[src/rtl/hazard_detection_unit_pkg.sv]
// Shared constants and types for the MIPS pipeline hazard controller.
// Register-zero encoding, busy-counter width and the pipeline control bundle live here.
package hazard_detection_unit_pkg;

    localparam logic [4:0]  REG_ZERO           = 5'd0;
    localparam int unsigned BUSY_W             = 4;
    localparam int unsigned DEF_MULDIV_LATENCY = 4;

    typedef struct packed {
        logic pc_write;
        logic ifid_write;
        logic ifid_flush;
        logic idex_flush;
        logic ctl_mux_sel;
    } hazard_ctl_t;

    localparam hazard_ctl_t CTL_RUN    = '{1'b1, 1'b1, 1'b0, 1'b0, 1'b0};
    localparam hazard_ctl_t CTL_STALL  = '{1'b0, 1'b0, 1'b0, 1'b0, 1'b1};
    localparam hazard_ctl_t CTL_BRANCH = '{1'b1, 1'b1, 1'b1, 1'b1, 1'b1};

endpackage

[src/rtl/hazard_detection_unit_muldiv_busy_counter.sv]
// Countdown of cycles left before HI/LO holds a valid mult/div result.
// A load always wins over the decrement so back-to-back acceptances simply restart the count.
module muldiv_busy_counter
    import hazard_detection_unit_pkg::*;
#(
    parameter int unsigned LATENCY = DEF_MULDIV_LATENCY
) (
    input  logic clk,
    input  logic rst,
    input  logic load,
    output logic busy
);

    logic [BUSY_W-1:0] cnt_q;
    logic [BUSY_W-1:0] cnt_d;

    always_comb begin
        cnt_d = cnt_q;
        if (load) begin
            cnt_d = BUSY_W'(LATENCY);
        end else if (cnt_q != '0) begin
            cnt_d = cnt_q - 1'b1;
        end
    end

    always_ff @(posedge clk) begin
        if (rst) begin
            cnt_q <= '0;
        end else begin
            cnt_q <= cnt_d;
        end
    end

    assign busy = (cnt_q != '0);

endmodule

[src/rtl/hazard_detection_unit.sv]
// Load-use / HI-LO hazard detection and taken-branch flush control for the 5-stage MIPS pipe.
// All control outputs are combinational; only the mult/div countdown and the stall counter are state.
module hazard_detection_unit
    import hazard_detection_unit_pkg::*;
#(
    parameter int unsigned MULDIV_LATENCY = DEF_MULDIV_LATENCY,
    parameter int unsigned CNT_W          = 16
) (
    input  logic             Clk,
    input  logic             Rst,
    input  logic [4:0]       ID_Rs,
    input  logic [4:0]       ID_Rt,
    input  logic             ID_UsesRt,
    input  logic             ID_MulDivStart,
    input  logic             ID_ReadsHiLo,
    input  logic             EX_MemRead,
    input  logic [4:0]       EX_Rt,
    input  logic             EX_BranchTaken,
    output logic             PCWrite,
    output logic             IFIDWrite,
    output logic             IFIDFlush,
    output logic             IDEXFlush,
    output logic             ControlMuxSel,
    output logic             MulDivBusy,
    output logic [CNT_W-1:0] StallCycles
);

    logic        busy_raw;
    logic        busy;
    logic        load_use;
    logic        hilo_haz;
    logic        stall;
    logic        branch;
    logic        muldiv_load;
    hazard_ctl_t ctl;

    logic [CNT_W-1:0] stall_cycles_q;
    logic [CNT_W-1:0] stall_cycles_d;

    muldiv_busy_counter #(
        .LATENCY (MULDIV_LATENCY)
    ) u_busy_cnt (
        .clk  (Clk),
        .rst  (Rst),
        .load (muldiv_load),
        .busy (busy_raw)
    );

    // Reset masks every hazard so the pipe free-runs while Rst is held.
    always_comb begin
        busy     = busy_raw & ~Rst;
        branch   = EX_BranchTaken & ~Rst;
        load_use = EX_MemRead & (EX_Rt != REG_ZERO) &
                   ((EX_Rt == ID_Rs) | (ID_UsesRt & (EX_Rt == ID_Rt)));
        hilo_haz = busy & (ID_ReadsHiLo | ID_MulDivStart);
        stall    = (load_use | hilo_haz) & ~branch & ~Rst;
        // A mult/div squashed by the branch never reaches EX, so it must not occupy HI/LO.
        muldiv_load = ID_MulDivStart & ~stall & ~branch & ~Rst;
    end

    always_comb begin
        ctl = CTL_RUN;
        if (branch) begin
            ctl = CTL_BRANCH;
        end else if (stall) begin
            ctl = CTL_STALL;
        end
    end

    always_comb begin
        stall_cycles_d = stall_cycles_q;
        if (stall && (stall_cycles_q != {CNT_W{1'b1}})) begin
            stall_cycles_d = stall_cycles_q + 1'b1;
        end
    end

    always_ff @(posedge Clk) begin
        if (Rst) begin
            stall_cycles_q <= '0;
        end else begin
            stall_cycles_q <= stall_cycles_d;
        end
    end

    assign PCWrite       = ctl.pc_write;
    assign IFIDWrite     = ctl.ifid_write;
    assign IFIDFlush     = ctl.ifid_flush;
    assign IDEXFlush     = ctl.idex_flush;
    assign ControlMuxSel = ctl.ctl_mux_sel;
    assign MulDivBusy    = busy;
    assign StallCycles   = stall_cycles_q;

endmodule

[config.mk]
export PLATFORM = sky130hd
export DESIGN_NAME = hazard_detection_unit
export DESIGN_NICKNAME = d
export VERILOG_FILES = /design/src/rtl/hazard_detection_unit_pkg.sv /design/src/rtl/hazard_detection_unit_muldiv_busy_counter.sv /design/src/rtl/hazard_detection_unit.sv
export SDC_FILE = /design/constraint.sdc
export NUM_CORES = 1
export LEC_CHECK = 0
export BUFFER_PORTS_ARGS = -buffer_cell sky130_fd_sc_hd__buf_2
export CAP_MARGIN = 20
export CORE_MARGIN = 8
export CORE_UTILIZATION = 52
export CTS_BUF_LIST = sky130_fd_sc_hd__clkbuf_8
export CTS_CLUSTER_SIZE = 12
export DETAILED_ROUTE_END_ITERATION = 7
export GPL_TIMING_DRIVEN = 0
export PLACE_DENSITY = 0.91
export SLEW_MARGIN = 20
export SYNTH_ARGS = -nofsm -noshare
export SYNTH_HDL_FRONTEND = slang
export SYNTH_HIERARCHICAL = 1
export SYNTH_SLANG_ARGS = --single-unit
[constraint.sdc]
create_clock -name Clk -period 2.4 [get_ports Clk]
set_input_delay 0.36 -clock Clk [delete_from_list [all_inputs] [get_ports Clk]]
set_output_delay 0.36 -clock Clk [all_outputs]
set_load 0.05 [all_outputs]
# Word-level counts from Yosys, hierarchy flattened
# Index checks and enable logic that the tools add are counted.
# word_totals
register_bits	20
inputBits	22
output_inout_bits	22
# classes
addsub	2
mux	4
bitwise	17
n_reduce_logical	5
n_eq_ne	3
# op_table
cell	count
16-bit by 1-bit adder with 16-bit output (second input constant)	1
16-bit inequality test (second input constant)	1
1-bit AND	11
5-bit equality test	2
5-bit two-way mux	2
3-bit two-way mux	2
5-bit nonzero test	1
4-bit nonzero test	1
4-bit by 1-bit subtractor with 4-bit output (second input constant)	1
1-bit inverter	3
1-bit OR	3
2-bit nonzero test	1
2-bit OR reduction	1
1-bit logical AND	1

# Depth between registers and ports, before layout
# logic_depth
ltp_word	12
mapped_depth	9
depth_no_buf	8

# By module
# The synthesis kept the hierarchy.
# modules_own_cells
mod	instances	seq_area_each_um2	cells_each	area_per_inst_um2
hazard_detection_unit	1	320.3	134	1102.3
muldiv_busy_counter	1	80.1	21	212.7

# Least setup slack after synthesis
# No wires, ideal clock.
# synth_timing
path_kind	reg-to-output
from	register u_busy_cnt.cnt_q[0]
to	output port ControlMuxSel
arrival_ns	2.393
path_slack_ns	-0.353
required_ns	2.040
stages_incl_launch_ff	9
path_cell_list	dfxtp_1 > inv_1 > ha_1 > or3b_4 > and2b_2 > o21ai_0 > o21ai_2 > nand2_1 > nand2b_1
# synth_via
elab_chain_cells	8
# synth_lines
element	line_no	rtl
from (decl)	hazard_detection_unit_muldiv_busy_counter.sv:14	logic [BUSY_W-1:0] cnt_q;
from (signal assigned)	hazard_detection_unit_muldiv_busy_counter.sv:30	cnt_q <= cnt_d;
4-bit nonzero test	hazard_detection_unit_muldiv_busy_counter.sv:34	assign busy = (cnt_q != '0);
named net busy_raw	hazard_detection_unit.sv:28	logic busy_raw;
1-bit AND	hazard_detection_unit.sv:51	busy = busy_raw & ~Rst;
named net MulDivBusy	hazard_detection_unit.sv:24	output logic MulDivBusy,
1-bit AND	hazard_detection_unit.sv:55	hilo_haz = busy & (ID_ReadsHiLo | ID_MulDivStart);
1-bit OR	hazard_detection_unit.sv:56	stall = (load_use | hilo_haz) & ~branch & ~Rst;
1-bit AND (2 in series)	hazard_detection_unit.sv:56	
5-bit two-way mux	hazard_detection_unit.sv:65	end else if (stall) begin
5-bit two-way mux	hazard_detection_unit.sv:63	if (branch) begin
to (decl)	hazard_detection_unit.sv:23	output logic ControlMuxSel,
# The timed path passes the listed nets, and every way through them passes these cells.

# Worst setup path after layout
# layout_timing
from	register u_busy_cnt.cnt_q[1]
to	output port PCWrite
# layout_via
elab_chain_cells	8
# layout_lines
element	line_no	rtl
4-bit nonzero test	hazard_detection_unit_muldiv_busy_counter.sv:34	
named net busy_raw	hazard_detection_unit.sv:28	
1-bit AND	hazard_detection_unit.sv:51	
1-bit AND	hazard_detection_unit.sv:55	
1-bit OR	hazard_detection_unit.sv:56	
1-bit AND (2 in series)	hazard_detection_unit.sv:56	
5-bit two-way mux	hazard_detection_unit.sv:65	
5-bit two-way mux	hazard_detection_unit.sv:63	
to (decl)	hazard_detection_unit.sv:19	output logic PCWrite,
# The timed path passes the listed nets, and every way through them passes these cells.

==> flow_summary.ini <==
[run_status]
status = complete, no violations

[routing]
firstDrtPassIters = 4
drt_iter0_markers = 70
route.met2.wl_um = 1653
vias_per_cell = 5.813
vias = 1366
highest_layer = met4
drc_errors = 0
antenna_left = 0
wl_per_cell_um = 14.44
routed_wl_um = 3393
drt-met1-wl_um = 1454
met3_length_um = 264

[power]
fin_total_pwr_mw = 1.190
intPower_uw = 808.7
p_sw_uw = 381.3
p_seq_frac = 0.327
cellPowerDensity_nw_per_um2 = 695.7
swShare = 0.3204
p_clk_frac = 0.279
p_comb_frac = 0.394
p_leak_nw = 0.7167
peakVddDrop_mv = 0.5442

[synth]
synthCells = 155
yosysTopAreaCell = dfxtp_1
synth-edff-count = 0
ys_seq_area_frac = 0.3045
synth_top_area_share = 0.3045
yosys_most_used_dff = dfxtp_1
synth_nets = 179
synth_most_common_cell = dfxtp_1
synthArstFlopShare = 0
synth_area_leaders = dfxtp_1 30%, xnor2_1 6.7%, a21oi_1 4.2%
synth_area_um2 = 1315
synth_area_per_cell_um2 = 8.484
synthTopCellsByCount = 20 x dfxtp_1, 11 x a21oi_1, 10 x inv_1, 10 x nand2_1, 10 x xnor2_1
synth_seq_cells = 20
yosysWarnings = 6
synth_cell_type_count = 49

[timing]
layout_min_cycle_time_ns = 2.329
hold_violations = 0
clock.fmax_ghz = 0.4294
relSlewSlack = 0.5814
period_share = 0.9702
worst_pin_slew_ns = 0.6222
setup_viol = 0
fin_tns_setup_ns = 0
clock_skew_ns = 0.005399
drv_slew = 0
fin_hold_ws_ns = 0.4283

[global_routing]
antenna_found_initial = 0
grt_first_pass_wirelength_um = 5582
grt_pass1_vias = 1348
grtUsageTotal = 0.1540
grt_max_degree = 14
grt_overflow_total = 0

[floorplanning]
initial_core_util = 0.5406
fp.coreArea_um2 = 2432
die_h_um = 66.29
fp-row-count = 18
die_area_um2 = 4394
ios = 44
die_x_um = 66.29

[finish]
final_util = 0.7032
syn_to_final_growth_pct = 30.07
fillers = 200
antennaDiodeCount = 0
drive_gt1_frac = 0.3805
final_cells = 235
nNetsFinal = 230

[place]
port_buffers = 43
gp_congestion = 0.8175
hpwlAfterDp_um = 2689
dp_cells = 228

[worst_setup_path]
crit_path_end_kind = output port
timing.rr.start = u_busy_cnt/cnt_q[1]$_SDFFE_PP0P_
criticalPathCategory = register to output port
critPathArrivalTime_ns = 1.97
critPathMaxFanout = 5
crit_buf_inv = 3
crit_path_max_incr_delay_ns = 0.39
rr_worst_depth = 11
timing.rr.end = StallCycles[13]$_SDFFE_PP0P_
critPathTopFamily = simple AND/OR/NAND/NOR gates
required_ns = 2.04
crit_chain = inv_1 > ha_4 > or3b_4 > and2b_2 > o21ai_2 > o21ai_2 > nand2_4 > buf_4 > buf_8
path_common_cell = o21ai_2
worst_setup_path_start_kind = register
slowest_stage = or3b_4
r2r_slack_ns = 0.26

[run]
drv_cap = 0

[clock_network]
cts_hold_buffers = 0
cts_buffers = 3
cts_max_path_buffers = 2
cts_root_buffer = clkbuf_8
worstSkewPairLatency_ns = 0.26
cts.htree.levels = 1
clock_sinks = 20
cts.clk_slew.worst_paths_ns = 0.07
cts_tree = built

[min_path]
min_path_type = input port to register
whs_endpoint = StallCycles[12]$_SDFFE_PP0P_
min_from = Rst
min_path_cells = 2
[cell families (layout without fill, tap and decap cells)]
kind of cell             Yosys count  after routing  share of synthesized area
buffers and inverters             19             69                    0.07516
XOR/XNOR                          10             10                    0.06660
AO/OA/AOI/OAI                     38             38                     0.2217
AND/OR/NAND/NOR                   61             61                     0.2731
adder cells (fa/ha/maj)            2              2                    0.01903
flip-flops                        20             20                     0.3045
multiplexers                       5              5                    0.03996
[worst reg2reg max path: stages, from the launching register on]
cell	delay, ns
dfxtp_2	0.33
inv_1	0.08
ha_4	0.15
or3b_4	0.39
and2b_2	0.23
o21ai_2	0.08
o21ai_2	0.10
buf_4	0.14
buf_4	0.14
buf_6	0.13
a41o_1	0.17
a21oi_1	0.11
[per-layer routing]
| layer | track usage | up-vias |
|---|---|---|
| met5 | 0 | - |
| met4 | 0.04000 | 0 |
| met3 | 0.04068 | 4 |
| met2 | 0.2738 | 35 |
| met1 | 0.1761 | 643 |
| li1 | - | 684 |
[flip-flops by register name (all words and copies together), names as in the netlist]
signal and flops:
StallCycles 16, u_busy_cnt/cnt_q 4
[power groups by stage]
stage          Clock, mW  Combinational, mW  Sequential, mW
2_1_floorplan          0              0.306           0.393
3_3_place_gp           0              0.386           0.391
3_5_place_dp           0              0.402           0.391
4_1_cts            0.340              0.424           0.383
5_1_grt            0.348              0.508           0.394
6_report           0.332              0.469           0.389
[repair_timing]
action,4_1_cts,5_1_grt
resized for setup,7,6
buffers inserted,1,2
gates cloned,0,0
setup endpoints to repair,3,5
[layout by cell type, fill, tap and decap left out, types with 3 or more instances in the layout]
cell	count
clkbuf_8	3
o31ai_1	3
o21ai_2	3
nand4_1	7
nor3_1	4
nor2_1	3
or4_1	4
and3_1	6
a21oi_1	11
buf_4	8
o2111ai_1	4
buf_2	41
inv_1	9
xnor2_1	10
mux2i_1	3
dfxtp_1	18
nand3_1	8
nand2_1	9
a41o_1	4
[worst max-delay path by stage]
| stage | from | to | slack, ns | cells past startpoint |
|---|---|---|---|---|
| floorplan | u_busy_cnt/cnt_q[0]$_SDFFE_PP0P_ | PCWrite | 0.03 | 8 |
| global placement | EX_Rt[1] | u_busy_cnt/cnt_q[0]$_SDFFE_PP0P_ | -0.05 | 7 |
| detailed placement | EX_Rt[1] | u_busy_cnt/cnt_q[0]$_SDFFE_PP0P_ | -0.06 | 7 |
| CTS | u_busy_cnt/cnt_q[0]$_SDFFE_PP0P_ | PCWrite | 0.01 | 9 |
| global route | u_busy_cnt/cnt_q[1]$_SDFFE_PP0P_ | PCWrite | -0.006 | 9 |
| finish | u_busy_cnt/cnt_q[1]$_SDFFE_PP0P_ | PCWrite | 0.07 | 9 |
[area by class of cell]
type                       count  area [um2]  share of cell area
clock inverter                 1       30.03             0.01756
sequential                    20       402.9              0.2356
inverter                      11       41.29             0.02414
clock buffer                   3       41.29             0.02414
tap                           30       37.54             0.02195
timing repair buffer          46       252.7              0.1478
multi-input combinational    116       847.1              0.4952
buffer                         8       57.56             0.03365
[stage by stage]
step,area [um2],setup slack [ns]
5_1_grt,1710,-0.005605
2_1_floorplan,1325,0.03031
3_5_place_dp,1578,-0.05937
4_1_cts,1674,0.01047
3_3_place_gp,1578,-0.05446
6_report,1710,0.07143
Note: power is estimated with default switching activity, not from simulation.
